[src/rtl/bnn_pkg.sv]
// Shared types and constants for the binary CNN inference sequencer.
// Layer codes, sequencer states, default per-layer weight word counts.
package bnn_pkg;

  localparam int KADDR_W      = 11;
  localparam int L1_WORDS_DEF = 90;
  localparam int L2_WORDS_DEF = 1080;
  localparam int FC_WORDS_DEF = 10;

  typedef enum logic [1:0] {
    LYR_NONE = 2'd0,
    LYR_C1   = 2'd1,
    LYR_C2   = 2'd2,
    LYR_FC   = 2'd3
  } layer_t;

  typedef enum logic [1:0] {
    ST_LOAD,
    ST_WAIT_IMAGE,
    ST_RUN,
    ST_WAIT_OUT
  } seq_state_t;

endpackage

[src/rtl/bnn_wload_track.sv]
// Weight-load tracker: range check, per-layer saturating write counters, deferred clear.
// Write strobe is combinational; err pulses one cycle after a rejected write; never stalls.
module bnn_wload_track
  import bnn_pkg::*;
#(
  parameter int L1_WORDS = L1_WORDS_DEF,
  parameter int L2_WORDS = L2_WORDS_DEF,
  parameter int FC_WORDS = FC_WORDS_DEF
) (
  input  logic               clk,
  input  logic               rst,
  input  logic               wr_acc,
  input  logic [1:0]         layer,
  input  logic [KADDR_W-1:0] addr,
  input  logic               clear_req,
  input  logic               clear_defer,
  input  logic               clear_flush,
  output logic [1:0]         wr_en,
  output logic               err,
  output logic               weights_ready,
  output logic               clear_pending
);

  localparam logic [KADDR_W-1:0] L1_MAX = KADDR_W'(L1_WORDS);
  localparam logic [KADDR_W-1:0] L2_MAX = KADDR_W'(L2_WORDS);
  localparam logic [KADDR_W-1:0] FC_MAX = KADDR_W'(FC_WORDS);

  logic [KADDR_W-1:0] cnt1, cnt2, cntf;
  logic [KADDR_W-1:0] limit;
  logic               in_range;
  logic               clear_now;

  always_comb begin
    limit = '0;
    case (layer)
      LYR_C1:  limit = L1_MAX;
      LYR_C2:  limit = L2_MAX;
      LYR_FC:  limit = FC_MAX;
      default: limit = '0;
    endcase
  end

  // layer 0 has a zero limit, so it always falls out of range
  assign in_range      = addr < limit;
  assign wr_en         = (wr_acc && in_range) ? layer : 2'd0;
  assign weights_ready = (cnt1 == L1_MAX) && (cnt2 == L2_MAX) && (cntf == FC_MAX);

  // A clear raised while an inference is in flight waits for the result handshake.
  assign clear_now = clear_flush ? (clear_pending || clear_req)
                                 : (clear_req && !clear_defer);

  always_ff @(posedge clk) begin
    if (rst || clear_now) begin
      cnt1 <= '0;
      cnt2 <= '0;
      cntf <= '0;
    end else begin
      if (wr_en == LYR_C1 && cnt1 != L1_MAX) cnt1 <= cnt1 + KADDR_W'(1);
      if (wr_en == LYR_C2 && cnt2 != L2_MAX) cnt2 <= cnt2 + KADDR_W'(1);
      if (wr_en == LYR_FC && cntf != FC_MAX) cntf <= cntf + KADDR_W'(1);
    end
  end

  always_ff @(posedge clk) begin
    if (rst) begin
      err           <= 1'b0;
      clear_pending <= 1'b0;
    end else begin
      err <= wr_acc && !in_range;
      if (clear_now)                     clear_pending <= 1'b0;
      else if (clear_req && clear_defer) clear_pending <= 1'b1;
    end
  end

endmodule

[src/rtl/bnn_infer_seq.sv]
// Inference sequencer: weight-port arbitration, image gating, stage enables, class handshake.
// Image to class valid takes 2+LAT_P1+LAT_P2 cycles; holds class valid until ready, stalls images meanwhile.
module bnn_infer_seq
  import bnn_pkg::*;
#(
  parameter int L1_WORDS = L1_WORDS_DEF,
  parameter int L2_WORDS = L2_WORDS_DEF,
  parameter int FC_WORDS = FC_WORDS_DEF,
  parameter int LAT_P1   = 1,
  parameter int LAT_P2   = 1
) (
  input  logic               clk,
  input  logic               rst,
  input  logic               image_in_valid,
  output logic               image_in_ready,
  output logic               image_capture,
  input  logic               kernel_in_valid,
  input  logic [1:0]         kernel_layer,
  input  logic [KADDR_W-1:0] kernel_addr,
  output logic               kernel_in_ready,
  output logic [1:0]         kernel_wr_en,
  output logic               kernel_err,
  input  logic               weights_clear,
  output logic               weights_ready,
  output logic [2:0]         stage_en,
  input  logic               class_out_ready,
  output logic               class_out_valid,
  output logic               busy
);

  localparam logic [4:0] P1_AT = 5'(LAT_P1);
  localparam logic [4:0] P2_AT = 5'(LAT_P1 + LAT_P2);

  seq_state_t state;
  logic [4:0] stage_cnt;
  logic [4:0] stage_nxt;
  logic       wr_acc;
  logic       img_hs;
  logic       out_hs;
  logic       clear_pending;

  assign kernel_in_ready = (state == ST_LOAD) || (state == ST_WAIT_IMAGE);
  assign wr_acc          = kernel_in_valid && kernel_in_ready;
  // a weight write in the same cycle wins over the image
  assign image_in_ready  = (state == ST_WAIT_IMAGE) && weights_ready && !kernel_in_valid;
  assign img_hs          = image_in_valid && image_in_ready;
  assign image_capture   = img_hs;
  assign out_hs          = class_out_valid && class_out_ready;
  assign busy            = (state == ST_RUN) || (state == ST_WAIT_OUT);
  assign stage_nxt       = stage_cnt + 5'd1;

  bnn_wload_track #(
    .L1_WORDS(L1_WORDS),
    .L2_WORDS(L2_WORDS),
    .FC_WORDS(FC_WORDS)
  ) u_wload (
    .clk          (clk),
    .rst          (rst),
    .wr_acc       (wr_acc),
    .layer        (kernel_layer),
    .addr         (kernel_addr),
    .clear_req    (weights_clear),
    .clear_defer  (busy || img_hs),
    .clear_flush  (out_hs),
    .wr_en        (kernel_wr_en),
    .err          (kernel_err),
    .weights_ready(weights_ready),
    .clear_pending(clear_pending)
  );

  always_ff @(posedge clk) begin
    if (rst) begin
      state           <= ST_LOAD;
      stage_cnt       <= '0;
      stage_en        <= '0;
      class_out_valid <= 1'b0;
    end else begin
      stage_en <= '0;
      case (state)
        ST_LOAD: begin
          if (weights_ready && !weights_clear) state <= ST_WAIT_IMAGE;
        end
        ST_WAIT_IMAGE: begin
          if (img_hs) begin
            state     <= ST_RUN;
            stage_cnt <= '0;
            stage_en  <= 3'b001;
          end else if (weights_clear) begin
            state <= ST_LOAD;
          end
        end
        ST_RUN: begin
          stage_cnt <= stage_nxt;
          if (stage_nxt == P1_AT)      stage_en <= 3'b010;
          else if (stage_nxt == P2_AT) stage_en <= 3'b100;
          if (stage_cnt == P2_AT) begin
            state           <= ST_WAIT_OUT;
            class_out_valid <= 1'b1;
          end
        end
        ST_WAIT_OUT: begin
          if (class_out_ready) begin
            class_out_valid <= 1'b0;
            state <= (clear_pending || weights_clear) ? ST_LOAD : ST_WAIT_IMAGE;
          end
        end
        default: state <= ST_LOAD;
      endcase
    end
  end

endmodule

[config.mk]
export PLATFORM = sky130hd
export DESIGN_NAME = bnn_infer_seq
export DESIGN_NICKNAME = d
export VERILOG_FILES = /design/src/rtl/bnn_pkg.sv /design/src/rtl/bnn_wload_track.sv /design/src/rtl/bnn_infer_seq.sv
export SDC_FILE = /design/constraint.sdc
export NUM_CORES = 1
export LEC_CHECK = 0
export CAP_MARGIN = 20
export CORE_MARGIN = 2
export CORE_UTILIZATION = 36
export CTS_CLUSTER_SIZE = 25
export DETAILED_ROUTE_END_ITERATION = 7
export GPL_TIMING_DRIVEN = 0
export SYNTH_ARGS = -nofsm -noshare
export SYNTH_HDL_FRONTEND = slang
export SYNTH_SLANG_ARGS = --single-unit
[constraint.sdc]
create_clock -name clk -period 3 [get_ports clk]
set_clock_uncertainty 0.05 [all_clocks]
set_input_delay 0.3 -clock clk [delete_from_list [all_inputs] [get_ports clk]]
set_output_delay 0.3 -clock clk [all_outputs]
set_load 0.02 [all_outputs]
=== Word-level counts from Yosys, hierarchy flattened ===
Cells that the tools add are included.

* RAM bits: 0
* Input bits: 19
* Memories kept: 0
* Latch bits: 0
* Logic and storage cells: 87
* Bits in read-only memories: 0
* Register bits after elaboration: 46
* Output and inout bits: 12

* Order comparisons: 1
* Divide/modulo/power cells: 0
* Bitwise gates (word level): 0
* Mux-type cells: 19
* Reductions and logical operators: 31
* Shift operators: 0
* Multiply operators: 0
* Add/sub/neg operators: 4
* Equality and inequality tests: 23

{| class="wikitable"
|+ Operator list
! operator !! count
|-
| 11-bit by 1-bit adder with 11-bit output (second input constant) || 3
|-
| 11-bit case mux with 3 select lines || 1
|-
| 1-bit logical AND || 15
|-
| 2-bit == test (second input constant) || 6
|-
| 2-bit 2-to-1 mux || 6
|-
| 11-bit == test (second input constant) || 1
|-
| 11-bit by 4-bit == test with 1-bit output (second input constant) || 1
|-
| 11-bit by 7-bit == test with 1-bit output (second input constant) || 1
|-
| 11-bit < comparator || 1
|-
| 11-bit inequality test (second input constant) || 1
|-
| 11-bit by 4-bit inequality test with 1-bit output (second input constant) || 1
|-
| 11-bit by 7-bit inequality test with 1-bit output (second input constant) || 1
|-
| 5-bit by 2-bit == test with 1-bit output (second input constant) || 2
|-
| 5-bit case mux with 2 select lines || 1
|-
| 2-bit case mux with 4 select lines || 1
|-
| 2-bit by 1-bit == test with 1-bit output (second input constant) || 3
|-
| 3-bit 2-to-1 mux || 2
|-
| 3-bit case mux with 2 select lines || 1
|-
| 5-bit by 1-bit adder with 5-bit output (second input constant) || 1
|-
| 5-bit by 1-bit == test with 1-bit output (second input constant) || 1
|-
| 1-bit logical OR || 5
|-
| 1-bit 2-to-1 mux || 5
|-
| 5-bit 2-to-1 mux || 1
|-
| 1-bit logical NOT || 4
|-
| other kinds (10) || 13
|}

=== Longest topological paths before layout ===
* Depth in word-level cells: 11
* Depth in mapped cells: 11
* Depth with buffers taken out: 10

=== By module ===
From an unflattened synthesis, not the netlist that was laid out.

* Cells, all modules: 337
* Area, all modules: 2846.5 um2

{| class="wikitable"
|+ Modules (own cells, without submodules)
! module !! seq. area each (um2) !! times used !! area an instance (um2) !! cells each
|-
| bnn_wload_track || 700.7 || 1 || 2105.8 || 249
|-
| bnn_infer_seq || 220.2 || 1 || 740.7 || 88
|}

=== Worst setup path after synthesis ===
OpenSTA, ideal clock, no wires.

* Kind: input to output
* From: input kernel_layer[0]
* To: output kernel_wr_en[0]
* Path slack: 322 ps
* Data arrival time: 2328 ps
* Data required time: 2650 ps
* Buffers on the path: 2
* Cell stages on the path: 10
* Path through: inv_1 ha_1 inv_1 ha_1 o311ai_0 a41oi_1 o21a_1 clkbuf_1 clkbuf_1 nor3_1

* Cells in the longest elaborated chain, start to end: 5
* Elaborated cells between the ends (all ways): 7
* Those cells by class: 1 x order compare; 3 x eq/ne; 2 x mux; 1 x reduce/logical

{| class="wikitable"
|+ RTL lines
! what !! RTL line !! RTL
|-
| start, declared || bnn_infer_seq.sv:18 || <nowiki>input logic [1:0] kernel_layer,</nowiki>
|-
| 2-bit == test / 2-bit by 1-bit == test with 1-bit output (equally long branches) || bnn_wload_track.sv:35 || <nowiki>case (layer)</nowiki>
|-
| 11-bit case mux with 3 select lines || bnn_wload_track.sv:35 ||
|-
| 11-bit < comparator || bnn_wload_track.sv:44 || <nowiki>assign in_range = addr < limit;</nowiki>
|-
| 1-bit logical AND || bnn_wload_track.sv:45 || <nowiki>assign wr_en = (wr_acc && in_range) ? layer : 2'd0;</nowiki>
|-
| 2-bit 2-to-1 mux * || bnn_wload_track.sv:45 ||
|-
| end, declared || bnn_infer_seq.sv:21 || <nowiki>output logic [1:0] kernel_wr_en,</nowiki>
|}

Mark *: on every way between the ends. The rest lies on a longest branch, timed or not.

=== Final worst setup path ===
* From: input kernel_layer[1]
* To: output kernel_wr_en[0]

* Cells in the longest elaborated chain, start to end: 5
* Elaborated cells between the ends (all ways): 7
* Those cells by class: 1 x order compare; 3 x eq/ne; 2 x mux; 1 x reduce/logical

{| class="wikitable"
|+ RTL lines
! what !! RTL line
|-
| 2-bit == test / 2-bit by 1-bit == test with 1-bit output (equally long branches) || bnn_wload_track.sv:35
|-
| 11-bit case mux with 3 select lines * || bnn_wload_track.sv:35
|-
| 11-bit < comparator * || bnn_wload_track.sv:44
|-
| 1-bit logical AND * || bnn_wload_track.sv:45
|-
| 2-bit 2-to-1 mux * || bnn_wload_track.sv:45
|}

Marks and branches as above.

==> metrics.md <==
| Metric | Value |
|---|---|
| Cell area after layout | `0.00357 sq mm` |
| P_leak | `1.14 nW` |
| DRC errors left | `0` |
| Max Cap Viol | `0` |
| Hold slack | `0.453 ns` |
| Final worst path period need | `2.88 ns` |
| Mapped Cells | `361` |
| Layout area overhead | `19.0%` |
| Worst skew pair latency | `0.31 ns` |
| Reg power frac | `49.0%` |
| Reg2Reg Depth | `10` |
| Die Y | `95.2 um` |
| Most frequent cells in the layout | `dfxtp_1, nand3_1, a21oi_1` |
| Status | `finished, final reports clean` |
| I/O pin cnt | `31` |
| Hold Crit Depth | `2` |
| Setup TNS | `0 ns` |
| Fin cells | `505` |
| Placed Area | `0.00342 sq mm` |
| Register area | `921 sq um` |
| Initial core utilization | `36.8%` |
| Share of cells above drive strength 1 | `12.5%` |
| Total Nets Final | `441` |
| CP Class | `input port to output pin` |
| # fillers | `815` |
| CP required | `2.65 ns` |
| Syn_area_per_cell | `8.30 sq um` |
| Period utilisation layout | `95.9%` |
| Global-route wire length before repair | `12600 um` |
| Vias per Instance | `5.60` |
| Final setup violating endpoints | `0` |
| Total GRT Usage | `17.5%` |
| Sw power | `0.000330 W` |
| Rows | `33` |
| Worst-margin pin slew | `0.942 ns` |
| DIE AREA | `0.00907 sq mm` |
| PortBufs | `29` |
| Commonest non-fill, non-tap cell in the layout | `dfxtp_1` |
| Number of antenna violations at the first check in global routing | `0` |
| Final Hold Fails | `0` |
| DRT Wirelength | `7500 um` |
| Number of routed nets with antenna violations | `0` |
| H-tree Lvls | `2` |
| Routed len/inst | `14.8 um` |
| DR iter-0 viols | `142` |
| Type of the tightest min-delay check | `flop to flop` |
| Final Max Tran Viols | `0` |
| VDD IR max | `0.184 mV` |
| Gate power share | `13.0%` |
| RD Place Congestion | `0.838` |
| Ys Warns | `0` |
| Multi-input gate area | `0.00192 sq mm` |
| Hold-fix buffers, CTS | `0` |
| Crit path capture type | `output pin` |
| Worst reg2reg path endpoint | `u_wload.cntf[2]` |
| CP Max Fanout | `10` |
| Switching Share | `26.2%` |
| PD cells | `353 mW/mm^2` |
| CTS tree | `yes` |
| Max-slew headroom | `36.4%` |
| Crit path capture | `kernel_wr_en[0]` |
| Vias in the first global route | `2598` |
| CTS Root Cell | `clkbuf_8` |
| Start point of the critical path | `kernel_layer[1]` |
| Die width | `95.2 um` |
| Post-Syn Nets | `403` |
| CTS Sinks | `46` |
| Via Count | `2827` |
| Clk slew on worst S/H paths | `0.09 ns` |
| Ys async rst share | `0%` |
| Antenna Cells | `0` |
| Clock power share | `38.1%` |
| Final HPWL from detailed placement | `5570 um` |
| TritonCTS Buffers | `5` |
| Largest net degree at the start of global routing | `15` |
| Netlist cell types | `56` |
| #FFs+latches synth | `46` |
| Post-synthesis sequential area ratio | `30.7%` |
| Clock buffer depth | `2` |
| CP arrival | `2.53 ns` |
| Placeable Area | `0.00813 sq mm` |
| Post-synth EDFFs | `0` |
| R2R Setup Slk | `0.34 ns` |
| Inst Count DP | `495` |
| Reg2reg start | `u_wload.cnt2[0]` |
| Gr ovfl total | `0` |
| Mapped Area | `0.00300 sq mm` |
| Worst setup SP type | `input port` |
| Ys flop type | `dfxtp_1` |
| Total power | `0.00126 W` |
| Int Power | `0.000928 W` |
| First-pass DRT Iterations | `4` |
| FMAX | `348 MHz` |
## power by group through the flow
stage	clock [W]	sequential [W]	combinational (W)
final	0.000478	0.000616	0.000163
after global routing	0.000515	0.000617	0.000179
after CTS	0.000491	0.000616	0.000159
after detailed placement	0	0.000630	0.000156
after global placement	0	0.000630	0.000154
after floorplan	0	0.000631	0.0000897
## what timing repair did
item                       4_1_cts  5_1_grt
gates cloned                     0        0
setup endpoints to repair       35        2
pin swaps                        2        2
gates resized for setup         25        4
setup buffers                    1        1
## logic make-up after synthesis
logic type               count (synthesis)  synth area share (%)
buffers and inverters                   40                  6.06
XOR/XNOR                                 3                 0.877
AO/OA/AOI/OAI                           92                  20.9
flip-flops                              46                  30.7
AND/OR/NAND/NOR                        157                  31.8
adder cells (fa/ha/maj)                 23                  9.61
## state kept, by name (all words and copies together) (netlist names), named ones only
register and cells:
stage_en 3, state 1, u_wload.cnt2 11, u_wload.clear_pending 1, u_wload.err 1, u_wload.cntf 11, u_wload.cnt1 11, class_out_valid 1
stage_cnt 5
## worst min path at each step
stage	from	end	slack, ns
after floorplan	u_wload.clear_pending	u_wload.clear_pending	0.40
after global placement	u_wload.cnt1[10]	u_wload.cnt1[10]	0.42
after detailed placement	u_wload.cnt1[10]	u_wload.cnt1[10]	0.43
after CTS	u_wload.cnt1[10]	u_wload.cnt1[10]	0.44
after global routing	u_wload.cnt1[10]	u_wload.cnt1[10]	0.47
final	u_wload.cnt1[10]	u_wload.cnt1[10]	0.45
## stage by stage
step,setup slack [ns],util (%)
final,0.124,43.8
after detailed placement,-1.35,42.0
after CTS,0.0122,43.6
after global placement,-1.30,42.0
after floorplan,0.322,-
after global routing,-0.0356,43.8
## metal layers
metal | global-route usage, % | wire, um
met3 | 2.77 | 226
met4 | 4.47 | 91
met2 | 28.6 | 3580
met5 | 0 | 0
met1 | 23.9 | 3590
## final cells by class
cell class / count / share of cell area (%)
Clock inverter: 2 / 1.05
Inverter: 26 / 2.77
Sequential cell: 46 / 25.8
Buffer: 14 / 2.56
Clock buffer: 6 / 2.04
Tap cell: 105 / 3.68
Timing Repair Buffer: 31 / 8.25
Multi-Input combinational cell: 275 / 53.8
## Yosys cell counts (2+ instances only)
cell type | instances | area, sq um
dfxtp_1 | 46 | 921
nor4_1 | 5 | 31.3
nand3_1 | 30 | 150
nor3b_1 | 3 | 22.5
nand2b_1 | 4 | 25.0
ha_1 | 23 | 288
o41ai_1 | 3 | 26.3
buf_6 | 4 | 45.0
nor2_1 | 16 | 60.1
or4_1 | 17 | 128
or4b_2 | 3 | 30.0
a21oi_1 | 26 | 130
and3_1 | 5 | 31.3
xor2_1 | 2 | 17.5
or3_1 | 12 | 75.1
a21oi_2 | 11 | 96.3
nor4b_2 | 2 | 30.0
nor4b_1 | 2 | 17.5
clkbuf_1 | 9 | 33.8
nand3b_1 | 5 | 37.5
nand4_1 | 7 | 43.8
nor2b_1 | 2 | 12.5
o211ai_1 | 3 | 22.5
a211oi_1 | 4 | 30.0
a41oi_1 | 2 | 17.5
inv_1 | 25 | 93.8
o31ai_1 | 15 | 113
nand4b_1 | 3 | 26.3
o21ai_0 | 13 | 65.1
or3b_2 | 2 | 17.5
nor3_1 | 10 | 50.1
a31oi_1 | 2 | 12.5
nand2_1 | 21 | 78.8
a21o_1 | 2 | 15.0
## critical path, cell delays in order
cell             delay, ns
clkdlybuf4s15_2       0.25
inv_1                 0.10
ha_1                  0.28
inv_1                 0.04
ha_1                  0.29
o311ai_1              0.13
a41oi_1               0.19
o21a_1                0.24
clkbuf_4              0.19
buf_4                 0.19
nor3_2                0.12
buf_2                 0.19
Note: power is estimated with default switching activity, not from simulation.
